`config.mk`:
```
export PLATFORM = sky130hd
export DESIGN_NAME = vrf_wb_arbiter
export DESIGN_NICKNAME = d
export VERILOG_FILES = /design/src/rtl/vrf_wb_arbiter.sv
export SDC_FILE = /design/constraint.sdc
export NUM_CORES = 1
export LEC_CHECK = 0
export CAP_MARGIN = 20
export CORE_AREA = 2 2 170 172
export DETAILED_ROUTE_END_ITERATION = 10
export DIE_AREA = 0 0 172 174
export SKIP_CTS_REPAIR_TIMING = 1
export SLEW_MARGIN = 10
export SYNTH_ARGS = -nofsm -noshare
export SYNTH_HDL_FRONTEND = slang
export SYNTH_SLANG_ARGS = --single-unit
export TNS_END_PERCENT = 1
```
`constraint.sdc`:
```
create_clock -name clk_i -period 4.15 [get_ports clk_i]
set_input_delay 1.245 -clock clk_i [delete_from_list [all_inputs] [get_ports clk_i]]
set_output_delay 1.245 -clock clk_i [all_outputs]
set_load 0.005 [all_outputs]
```
`src/rtl/vrf_wb_arbiter.sv`:
```
// vrf_wb_arbiter: round-robin arbiter that shares the lane's single VRF
// write-back port among NrReq VFU result producers. The winner is captured
// into a one-entry output register and handed to the VRF with valid/ready.
module vrf_wb_arbiter #(
  parameter int NrReq     = 4,
  parameter int DataWidth = 64,
  parameter int StrbWidth = 8,
  parameter int AddrWidth = 10,
  parameter int IdWidth   = 3
) (
  input  logic                         clk_i,
  input  logic                         rst_i,
  input  logic [NrReq-1:0]             req_valid_i,
  input  logic [NrReq*DataWidth-1:0]   req_wdata_i,
  input  logic [NrReq*StrbWidth-1:0]   req_wstrb_i,
  input  logic [NrReq*AddrWidth-1:0]   req_addr_i,
  input  logic [NrReq*IdWidth-1:0]     req_id_i,
  output logic [NrReq-1:0]             req_gnt_o,
  output logic                         wb_valid_o,
  input  logic                         wb_ready_i,
  output logic [DataWidth-1:0]         wb_wdata_o,
  output logic [StrbWidth-1:0]         wb_wstrb_o,
  output logic [AddrWidth-1:0]         wb_addr_o,
  output logic [IdWidth-1:0]           wb_id_o,
  output logic [$clog2(NrReq)-1:0]     wb_src_o,
  output logic                         busy_o
);

  localparam int SrcWidth = $clog2(NrReq);

  // Requester index `off` positions after `base`, wrapping at NrReq.
  function automatic logic [SrcWidth-1:0] rr_idx(input logic [SrcWidth-1:0] base,
                                                 input int off);
    int sum;
    sum = int'(base) + off;
    if (sum >= NrReq) sum = sum - NrReq;
    return SrcWidth'(sum);
  endfunction

  logic [SrcWidth-1:0]  ptr;
  logic                 load_en;
  logic                 gnt_found;
  logic [SrcWidth-1:0]  gnt_idx;
  logic [DataWidth-1:0] sel_wdata;
  logic [StrbWidth-1:0] sel_wstrb;
  logic [AddrWidth-1:0] sel_addr;
  logic [IdWidth-1:0]   sel_id;

  // The output register can take a new write when empty or draining this cycle.
  assign load_en = !wb_valid_o || wb_ready_i;
  assign busy_o  = wb_valid_o || (|req_valid_i);

  // Round-robin search starting at ptr; no grant while in reset or stalled.
  always_comb begin
    gnt_found = 1'b0;
    gnt_idx   = '0;
    req_gnt_o = '0;
    if (load_en && !rst_i) begin
      for (int off = 0; off < NrReq; off++) begin
        if (!gnt_found && req_valid_i[rr_idx(ptr, off)]) begin
          gnt_found = 1'b1;
          gnt_idx   = rr_idx(ptr, off);
        end
      end
    end
    if (gnt_found) req_gnt_o[gnt_idx] = 1'b1;
  end

  // Pick the winning requester's payload slice.
  always_comb begin
    sel_wdata = '0;
    sel_wstrb = '0;
    sel_addr  = '0;
    sel_id    = '0;
    for (int i = 0; i < NrReq; i++) begin
      if (gnt_idx == SrcWidth'(i)) begin
        sel_wdata = req_wdata_i[i*DataWidth +: DataWidth];
        sel_wstrb = req_wstrb_i[i*StrbWidth +: StrbWidth];
        sel_addr  = req_addr_i[i*AddrWidth +: AddrWidth];
        sel_id    = req_id_i[i*IdWidth +: IdWidth];
      end
    end
  end

  // Output register: capture on grant, drop valid on a drain without refill.
  always_ff @(posedge clk_i) begin
    if (rst_i) begin
      wb_valid_o <= 1'b0;
      wb_wdata_o <= '0;
      wb_wstrb_o <= '0;
      wb_addr_o  <= '0;
      wb_id_o    <= '0;
      wb_src_o   <= '0;
      ptr        <= '0;
    end else if (gnt_found) begin
      wb_valid_o <= 1'b1;
      wb_wdata_o <= sel_wdata;
      wb_wstrb_o <= sel_wstrb;
      wb_addr_o  <= sel_addr;
      wb_id_o    <= sel_id;
      wb_src_o   <= gnt_idx;
      ptr        <= rr_idx(gnt_idx, 1);
    end else if (wb_ready_i) begin
      wb_valid_o <= 1'b0;
    end
  end

endmodule

```
# Yosys cells after proc, flatten, opt, wreduce, memory -nomap -nowiden
# Cells that the tools add are included.
# totals
regBits	90
inputBits	347
out_inout_bits	93
wordCells	96
# op_classes
add_sub_neg	9
magnitude_cmp	11
n_eq_ne	3
n_mux	51
n_reduce_logical	15
# op_table
cell	n
2-to-1 mux 64 bit	4
2-to-1 mux 10 bit	4
2-to-1 mux 8 bit	4
2-to-1 mux 2 bit	14
< comparator 2 x 3 -> 1 bit, second input constant	5
2-to-1 mux 1 bit	15
>= comparator 3 bit, second input constant	4
2-to-1 mux 3 bit	4
subtractor 2 x 1 -> 2 bit, second input constant	5
binary-select mux 1 bit (select 2 bit)	4
adder 2 x 1 -> 3 bit, second input constant	2
adder 2 x 2 -> 3 bit, second input constant	2
logical AND 1 bit	5
zero test 1 bit	5
== test 2 bit, second input constant	2
2-to-1 mux 4 bit	1
OR reduction 4 bit	1
>= comparator 2 x 3 -> 1 bit, second input constant	1
demux 1 bit (select 2 bit)	1
== test 2 x 1 -> 1 bit, second input constant	1
>= comparator 2 x 1 -> 1 bit, second input constant	1
zero test 2 bit	1
logical OR 1 bit	2
nonzero test 2 bit	1

# Depth between registers and ports, before layout
# Gate-level depths: netlist of run 1.
# depth
depth_word	25
depth_mapped	11

# Least setup slack after synthesis of run 1
# No wires, ideal clock.
# synth_timing
kind	in2out
start	input req_valid_i[1]
end	output req_gnt_o[2]
arrival_time_ns	2.855
t_required_ns	2.905
setup_slack_ns	0.050
path_stages	9
n_path_buf	3
cell_sequence	or3b_2 o2111ai_1 nor2_1 inv_1 ha_1 buf_2 buf_2 clkbuf_1 and2_1
# synth_between
elab_chain_cells	21
word_cells_on_any_way	33
cone_classes	order compare (2); mux (24); reduce/logical (7)
# synth_rtl
element	line_no	text
start: declaration	13	input logic [NrReq-1:0] req_valid_i,
binary-select mux 1 bit (select 2 bit)	60	if (!gnt_found && req_valid_i[rr_idx(ptr, off)]) begin
2-to-1 mux 1 bit (not written as such)	60	
2-to-1 mux 1 bit	60	
2-to-1 mux 1 bit	58	if (load_en && !rst_i) begin
zero test 1 bit	60	
logical AND 1 bit	60	
2-to-1 mux 1 bit	60	
2-to-1 mux 1 bit	58	
[... 6 more ...]	--	
2-to-1 mux 2 bit (*)	60	
2-to-1 mux 2 bit (*)	58	
named net gnt_idx[0]	43	logic [SrcWidth-1:0] gnt_idx;
< comparator 2 x 3 -> 1 bit (not written as such) or >= comparator 2 x 1 -> 1 bit (tied branches)	66	if (gnt_found) req_gnt_o[gnt_idx] = 1'b1;
logical AND 1 bit (not written as such)	66	
2-to-1 mux 1 bit (not written as such)	66	
demux 1 bit (select 2 bit) (*)	66	
2-to-1 mux 4 bit (*)	66	
end: declaration	18	output logic [NrReq-1:0] req_gnt_o,
# The timed path passes the listed nets; every way through them passes the cells marked *. The select of a mux whose other input is x is not followed.

# Final worst setup path of run 1
# layout_timing
start	input wb_ready_i
end	output req_gnt_o[1]
# layout_between
elab_chain_cells	8
word_cells_on_any_way	10
cone_classes	order compare (2); mux (5); reduce/logical (3)
# layout_rtl
element	line_no	text
start: declaration	20	input logic wb_ready_i,
logical OR 1 bit (*)	50	assign load_en = !wb_valid_o || wb_ready_i;
logical AND 1 bit (*)	58	
2-to-1 mux 2 bit (*)	58	
named net gnt_idx[0]	43	
< comparator 2 x 3 -> 1 bit (not written as such) or >= comparator 2 x 1 -> 1 bit (tied branches)	66	
logical AND 1 bit (not written as such)	66	
2-to-1 mux 1 bit (not written as such)	66	
demux 1 bit (select 2 bit) (*)	66	
2-to-1 mux 4 bit (*)	66	
# The timed path passes the listed nets; every way through them passes the cells marked *.

==> qor.csv, run 1 <==
stage,metric,value,unit
run_status,status,finished clean,
clock_network,"Clk Latency, worst-skew pair",0.35,ns
route,initial DRC count,289,
place,Final GP Congestion,0.852,
clock_network,CTS tree,built,
logic_synthesis,largest cells by area after synthesis,"dfxtp_1 32%, a211o_1 13%, a221oi_1 12%",
logic_synthesis,Cell variety after synth,34,
logic_synthesis,dominant synthesized flop cell,dfxtp_1,
global_route,GR Layer Usage met1,0.204,
logic_synthesis,complex-gate fraction of the synthesized area,0.456,
route,Via density,4.73,
logic_synthesis,syn avg cell area,7.80,um2
die,I/O pin cnt,440,
logic_synthesis,top cell type by total area after synthesis,dfxtp_1,
layout,Register Area,1800,um2
sta,measured slew at the worst slew-check pin,1.00,ns
global_route,All-Layer GR Usage,0.170,
logic_synthesis,Synth Net Count,1079,
route,average wire per standard cell,17.7,um
logic_synthesis,register area share after synthesis,0.317,
layout,share of cells above drive strength 1,0.0688,
route,DRC errors left,0,
place,I/O Buffers,439,
sta,setup violators final,0,
critical_path,Crit Path Class,input pin to output port,
critical_path,startpoint class of the critical path,input pin,
global_route,grt ovf,0,
clock_network,CTS sink count,90,
route,post-route ant nets,0,
route,total wire length,26900,um
layout,n_diodes,0,
clock_network,Longest Clk Path Bufs,2,
layout,Filler cells,2919,
sta,Relative slew margins,0.332,
logic_synthesis,#FFs+latches synth,90,
sta,Max Clock Skew,0.00853,ns
worst_hold_path,worst hold path type,flop to flop,
die,die height,174,um
die,die area,29900,um2
critical_path,crit path DAT,2.88,ns
logic_synthesis,Mapped Cells,728,
sta,max frequency,242,MHz
global_route,initial antenna violation count,2,
logic_synthesis,largest family of logic cells by synthesized area,compound AO/OA/AOI/OAI gates,
clock_network,CTS Buf Count,9,
logic_synthesis,Synth top area share,0.317,
place,dpl cells,1501,
sta,Final Cycle Share,0.995,
sta,max-slew violations,0,
critical_path,crit path max fanout,3,
logic_synthesis,number of synthesized flops with an enable pin,0,
logic_synthesis,post-synthesis simple-gate area fraction,0.0852,
logic_synthesis,netlist area before placement,5680,um2
power,Pwr Total,3.25,mW
global_route,largest net degree at the start of global routing,101,
sta,RSZ-0062 raised after global routing,yes,
layout,Multi-input gate area,3210,um2
global_route,global-route wire length before repair,39200,um
global_route,M2 GR Usage,0.299,
layout,Area Overhead vs Synth,91.2,%
die,Initial Util,0.201,
layout,Total Nets Final,1480,
clock_network,Worst-path clk slew,0.07,ns
logic_synthesis,XOR/XNOR Fraction of Synth Area,0,
sta,minimum clock period,4.13,ns
global_route,"Most Used Layer, Global Route",met2,
logic_synthesis,synth warn,0,
logic_synthesis,mux share of post-synthesis cell area,0.00176,
die,row count,62,
place,DP Wirelength,20100,um
route,drt pass-1 iters,5,
route,total vias in the final route,7183,
critical_path,Worst Path Required,2.90,ns
logic_synthesis,"FFs w/ async S/R, synth",0,
die,chip width,172,um
power,maximum VDD drop,0.177,mV
layout,non-filler instance count after layout,1518,
power,Leakage Power,4.34,nW
global_route,GR Util met3,0.0428,
run,max-cap check violation count,0,
clock_network,H-tree levels,3,
sta,final hold violations,0,
critical_path,Setup crit end kind,output port,
global_route,vias in the first global route,6839,
die,core area,28200,um2
logic_synthesis,Adder-Cell Fraction of Synth Area,0.00881,
power,PD cells,299,nW/um2
clock_network,clock root buffer,clkbuf_16,
## kinds of logic (layout without fill, tap and decap cells)
logic type                 Yosys count  in the layout
AOI/OAI and AO/OA                  351            351
buffers and inverters              175            581
and+or+nand+nor                    107            107
adders and majority gates            4              4
muxes                                1              1
DFF                                 90             90
## critical path: stages
cell and delay [ns]:
clkdlybuf4s50_1 0.48, nand2b_4 0.13, o2111ai_1 0.12, nor2_2 0.26
buf_4 0.17, buf_6 0.11, ha_4 0.13, and2_1 0.13
buf_6 0.11
## sequential cells by signal (all words and copies together) (netlist names)
signal	count
wb_wdata_o	64
wb_addr_o	10
wb_wstrb_o	8
wb_id_o	3
ptr	2
wb_src_o	2
wb_valid_o	1
## stage by stage
| step | utilization | area (um2) | setup WS (ns) | hold WS (ns) | TNS [ns] |
|---|---|---|---|---|---|
| after detailed placement | 0.372 | 10500 | -0.775 | 0.445 | -46.31 |
| final | 0.385 | 10900 | 0.0201 | 0.460 | 0 |
| after floorplan | - | 5680 | 0.0500 | 0.449 | 0 |
| after global routing | 0.385 | 10900 | -0.0743 | 0.485 | -0.207 |
| after CTS | 0.382 | 10800 | -0.781 | 0.461 | -13.29 |
| after global placement | 0.372 | 10500 | -0.722 | 0.445 | -39.55 |
## cell usage in the layout (no fill, tap or decap), types with 2 or more instances in the layout
cell type        netlist  final
dfxtp_1               90     90
inv_1                 89     87
a221oi_1              76     75
a211o_1               85     85
clkdlybuf4s50_1        0    431
a31oi_1               85     85
buf_6                  5      3
ha_4                   0      3
clkbuf_16              0      9
clkbuf_1              44      3
inv_2                  0      3
a21oi_1               88     88
a221oi_2              10     11
dlymetal6s2s_1         0      5
nand2_1               87     87
and2_1                 4      4
nand2b_1               3      2
buf_12                 0      5
buf_4                  1     29
clkinvlp_4             0      3
nor2_1                 4      3
## final cells by class
| cell class | count | area share |
|---|---|---|
| flip-flops and latches | 90 | 0.166 |
| multi-input cells | 463 | 0.296 |
| clock inverters | 4 | 0.00484 |
| inverters | 90 | 0.0311 |
| well taps | 384 | 0.0442 |
| clock buffers | 12 | 0.0218 |
| repair buffers | 475 | 0.436 |
## report_power, final
| group | total [mW] | internal, mW | switching [mW] |
|---|---|---|---|
| registers | 1.07 | 0.996 | 0.0690 |
| clock network | 0.844 | 0.469 | 0.375 |
| logic | 1.34 | 0.832 | 0.508 |
| total | 3.25 | 2.30 | 0.952 |
## per-layer routing
layer | share of wire | routed length [um]
met5 | 0.0010 | 27
met4 | 0.021 | 567
met3 | 0.074 | 1980
met2 | 0.49 | 13300
met1 | 0.41 | 11100
## path summary, 6_finish.rpt
path,startpoint,to,slack [ns],cells past startpoint
worst max register to register,ptr[1],wb_wdata_o[11],1.01,11
worst min register to register,wb_src_o[1],wb_src_o[1],0.46,1
worst max-delay path,wb_ready_i,req_gnt_o[1],0.02,9
worst min-delay path,wb_src_o[1],wb_src_o[1],0.46,1
## Yosys cell counts (all sizes together) (2+ instances only)
cell type and number:
a211o 85, a21oi 88, a221oi 86, a31oi 85
and2 4, buf 41, clkbuf 44, dfxtp 90
ha 4, inv 89, nand2 87, nand2b 3
nor2 4, nor2b 2, nor3 2, nor4bb 2
o2111ai 2
Power figures use the tool's default switching activity.
==> run 2, diff against run 1 <==
--- a/config.mk
+++ b/config.mk
@@ -9,6 +9,7 @@
 export CORE_AREA = 2 2 170 172
 export DETAILED_ROUTE_END_ITERATION = 10
 export DIE_AREA = 0 0 172 174
+export RECOVER_POWER = 100
 export SKIP_CTS_REPAIR_TIMING = 1
 export SLEW_MARGIN = 10
 export SYNTH_ARGS = -nofsm -noshare
==> run 2 against run 1 <==
Effect of this change:
- first-iteration DRC count is 4.2% higher
- sequential cell count stayed put
- critical endpoint unchanged
- core utilization unchanged
- non-clock buffer count did not move
- critical path depth stayed put
- final cell count is the same
- largest power group unchanged
- clock skew barely moved
- register-to-register slack about the same
==> qor.csv, run 2 (synthesized netlist as in run 1, its figures left out) <==
stage,metric,value,unit
critical_path,crit path max fanout,3,
route,Via density,4.74,
power,PD cells,294,nW/um2
layout,Area Overhead vs Synth,91.2,%
layout,Final Cell Area,10900,um2
place,Final GP Congestion,0.852,
sta,setup violators final,0,
critical_path,Worst Path Required,2.90,ns
route,total wire length,26900,um
clock_network,CTS Buf Count,9,
layout,"commonest non-fill, non-tap cell in the layout",clkdlybuf4s50_1,
layout,Largest Register,wb_wdata_o,
sta,max-slew violations,0,
sta,Max Clock Skew,0.00854,ns
layout,Total Nets Final,1480,
clock_network,Longest Clk Path Bufs,2,
critical_path,Crit Path Class,input pin to output port,
critical_path,max incr delay on CP,0.48,ns
die,I/O pin cnt,440,
layout,n_diodes,0,
critical_path,"most used cell, CP",buf_6,
layout,max reg flops,64,
layout,"commonest non-fill, non-tap cells in the layout","344 x clkdlybuf4s50_1, 90 x dfxtp_1, 88 x a21oi_1",
power,Leakage Power,4.44,nW
clock_network,Worst-path clk slew,0.07,ns
global_route,All-Layer GR Usage,0.170,
critical_path,crit path DAT,2.89,ns
place,Placement Cell Area,10500,um2
power,maximum VDD drop,0.176,mV
die,Initial Util,0.201,
die,chip width,172,um
global_route,global-route wire length before repair,39200,um
sta,minimum clock period,4.13,ns
place,DP Wirelength,20100,um
critical_path,Slowest cell on crit path,clkdlybuf4s50_1,
place,pre-CTS setup slack,-0.775,ns
die,die height,174,um
route,initial DRC count,301,
clock_network,clock root buffer,clkbuf_16,
route,total vias in the final route,7195,
layout,Filler cells,2919,
route,post-route ant nets,0,
run,max-cap check violation count,0,
sta,measured slew at the worst slew-check pin,1.00,ns
sta,max frequency,242,MHz
clock_network,"Clk Latency, worst-skew pair",0.35,ns
clock_network,H-tree levels,3,
run_status,status,finished clean,
sta,Setup WS post-layout,0.0192,ns
place,I/O Buffers,439,
clock_network,CTS sink count,90,
critical_path,R2R Setup Slk,1.00,ns
sta,RSZ-0062 raised after global routing,yes,
layout,share of cells above drive strength 1,0.0688,
sta,final hold violations,0,
global_route,grt ovf,0,
die,core area,28200,um2
layout,final design utilization,0.385,
sta,Relative slew margins,0.330,
critical_path,Setup crit end kind,output port,
sta,Final Cycle Share,0.995,
layout,Largest regs,"wb_wdata_o (64), wb_addr_o (10), wb_wstrb_o (8)",
critical_path,startpoint class of the critical path,input pin,
route,DRC errors left,0,
die,die area,29900,um2
worst_hold_path,Hold Crit Depth,1,
critical_path,CP Cell Sequence,clkdlybuf4s50_1 -> nand2b_4 -> o2111ai_1 -> nor2_2 -> buf_4 -> buf_6 -> ha_4 -> and2_1 -> buf_6,
die,row count,62,
global_route,vias in the first global route,6839,
route,drt pass-1 iters,5,
route,average wire per standard cell,17.7,um
worst_hold_path,worst hold path type,flop to flop,
global_route,largest net degree at the start of global routing,101,
critical_path,FF-to-FF path depth,11,
clock_network,CTS tree,built,
global_route,initial antenna violation count,2,
-- run 2: cell types whose count changed in the layout (fill, tap and decap cells not counted), sizes merged --
cell and delta:
dlygate4sd3 +87, clkdlybuf4s50 -87
-- run 2: path summary, 6_finish.rpt --
| check | from | to |
|---|---|---|
| worst max-delay path | wb_ready_i | req_gnt_o[1] |
| worst min-delay path | wb_src_o[1] | wb_src_o[1] |
| worst max register to register | ptr[1] | wb_wdata_o[11] |
| worst min register to register | wb_src_o[1] | wb_src_o[1] |
-- run 2: layout make-up --
cell class              instances  area (um2)  share of cell area
well taps                     384         480              0.0442
clock buffers                  12         236              0.0218
inverters                      90         338              0.0311
flip-flops and latches         90        1800               0.166
repair buffers                475        4740               0.436
multi-input cells             463        3210               0.296
clock inverters                 4        52.6             0.00484
-- run 2: metrics by stage --
| step | cells | power (mW) | setup TNS [ns] | hold WS, ns |
|---|---|---|---|---|
| 3_3_place_gp | 1501 | 2.42 | -39.55 | 0.445 |
| 6_report | 1518 | 3.20 | 0 | 0.455 |
| 5_1_grt | 1518 | 3.41 | -0.207 | 0.481 |
| 4_1_cts | 1517 | 3.31 | -13.29 | 0.461 |
| 3_5_place_dp | 1501 | 2.43 | -46.31 | 0.445 |
| 2_1_floorplan | 728 | 1.64 | 0 | 0.449 |
-- run 2: report_power, final --
| part | switching, mW | leakage [nW] | internal [mW] |
|---|---|---|---|
| Clock | 0.375 | 0.129 | 0.469 |
| Combinational | 0.509 | 3.55 | 0.785 |
| Sequential | 0.0635 | 0.756 | 0.996 |
-- run 2: critical path, delay by kind of cell --
kind / cells / cell delay, ns
compound gates: 1 / 0.12
fa+ha+maj: 1 / 0.13
buf+inv: 4 / 0.87
simple gates: 3 / 0.52
-- run 2: per-layer routing --
layer | vias up | global-route usage | part of all wire
li1 | 3539 | - | -
met1 | 3339 | 0.204 | 0.41
met2 | 277 | 0.299 | 0.49
met3 | 36 | 0.0428 | 0.072
met4 | 4 | 0.0497 | 0.021
met5 | - | 0 | 0.0010
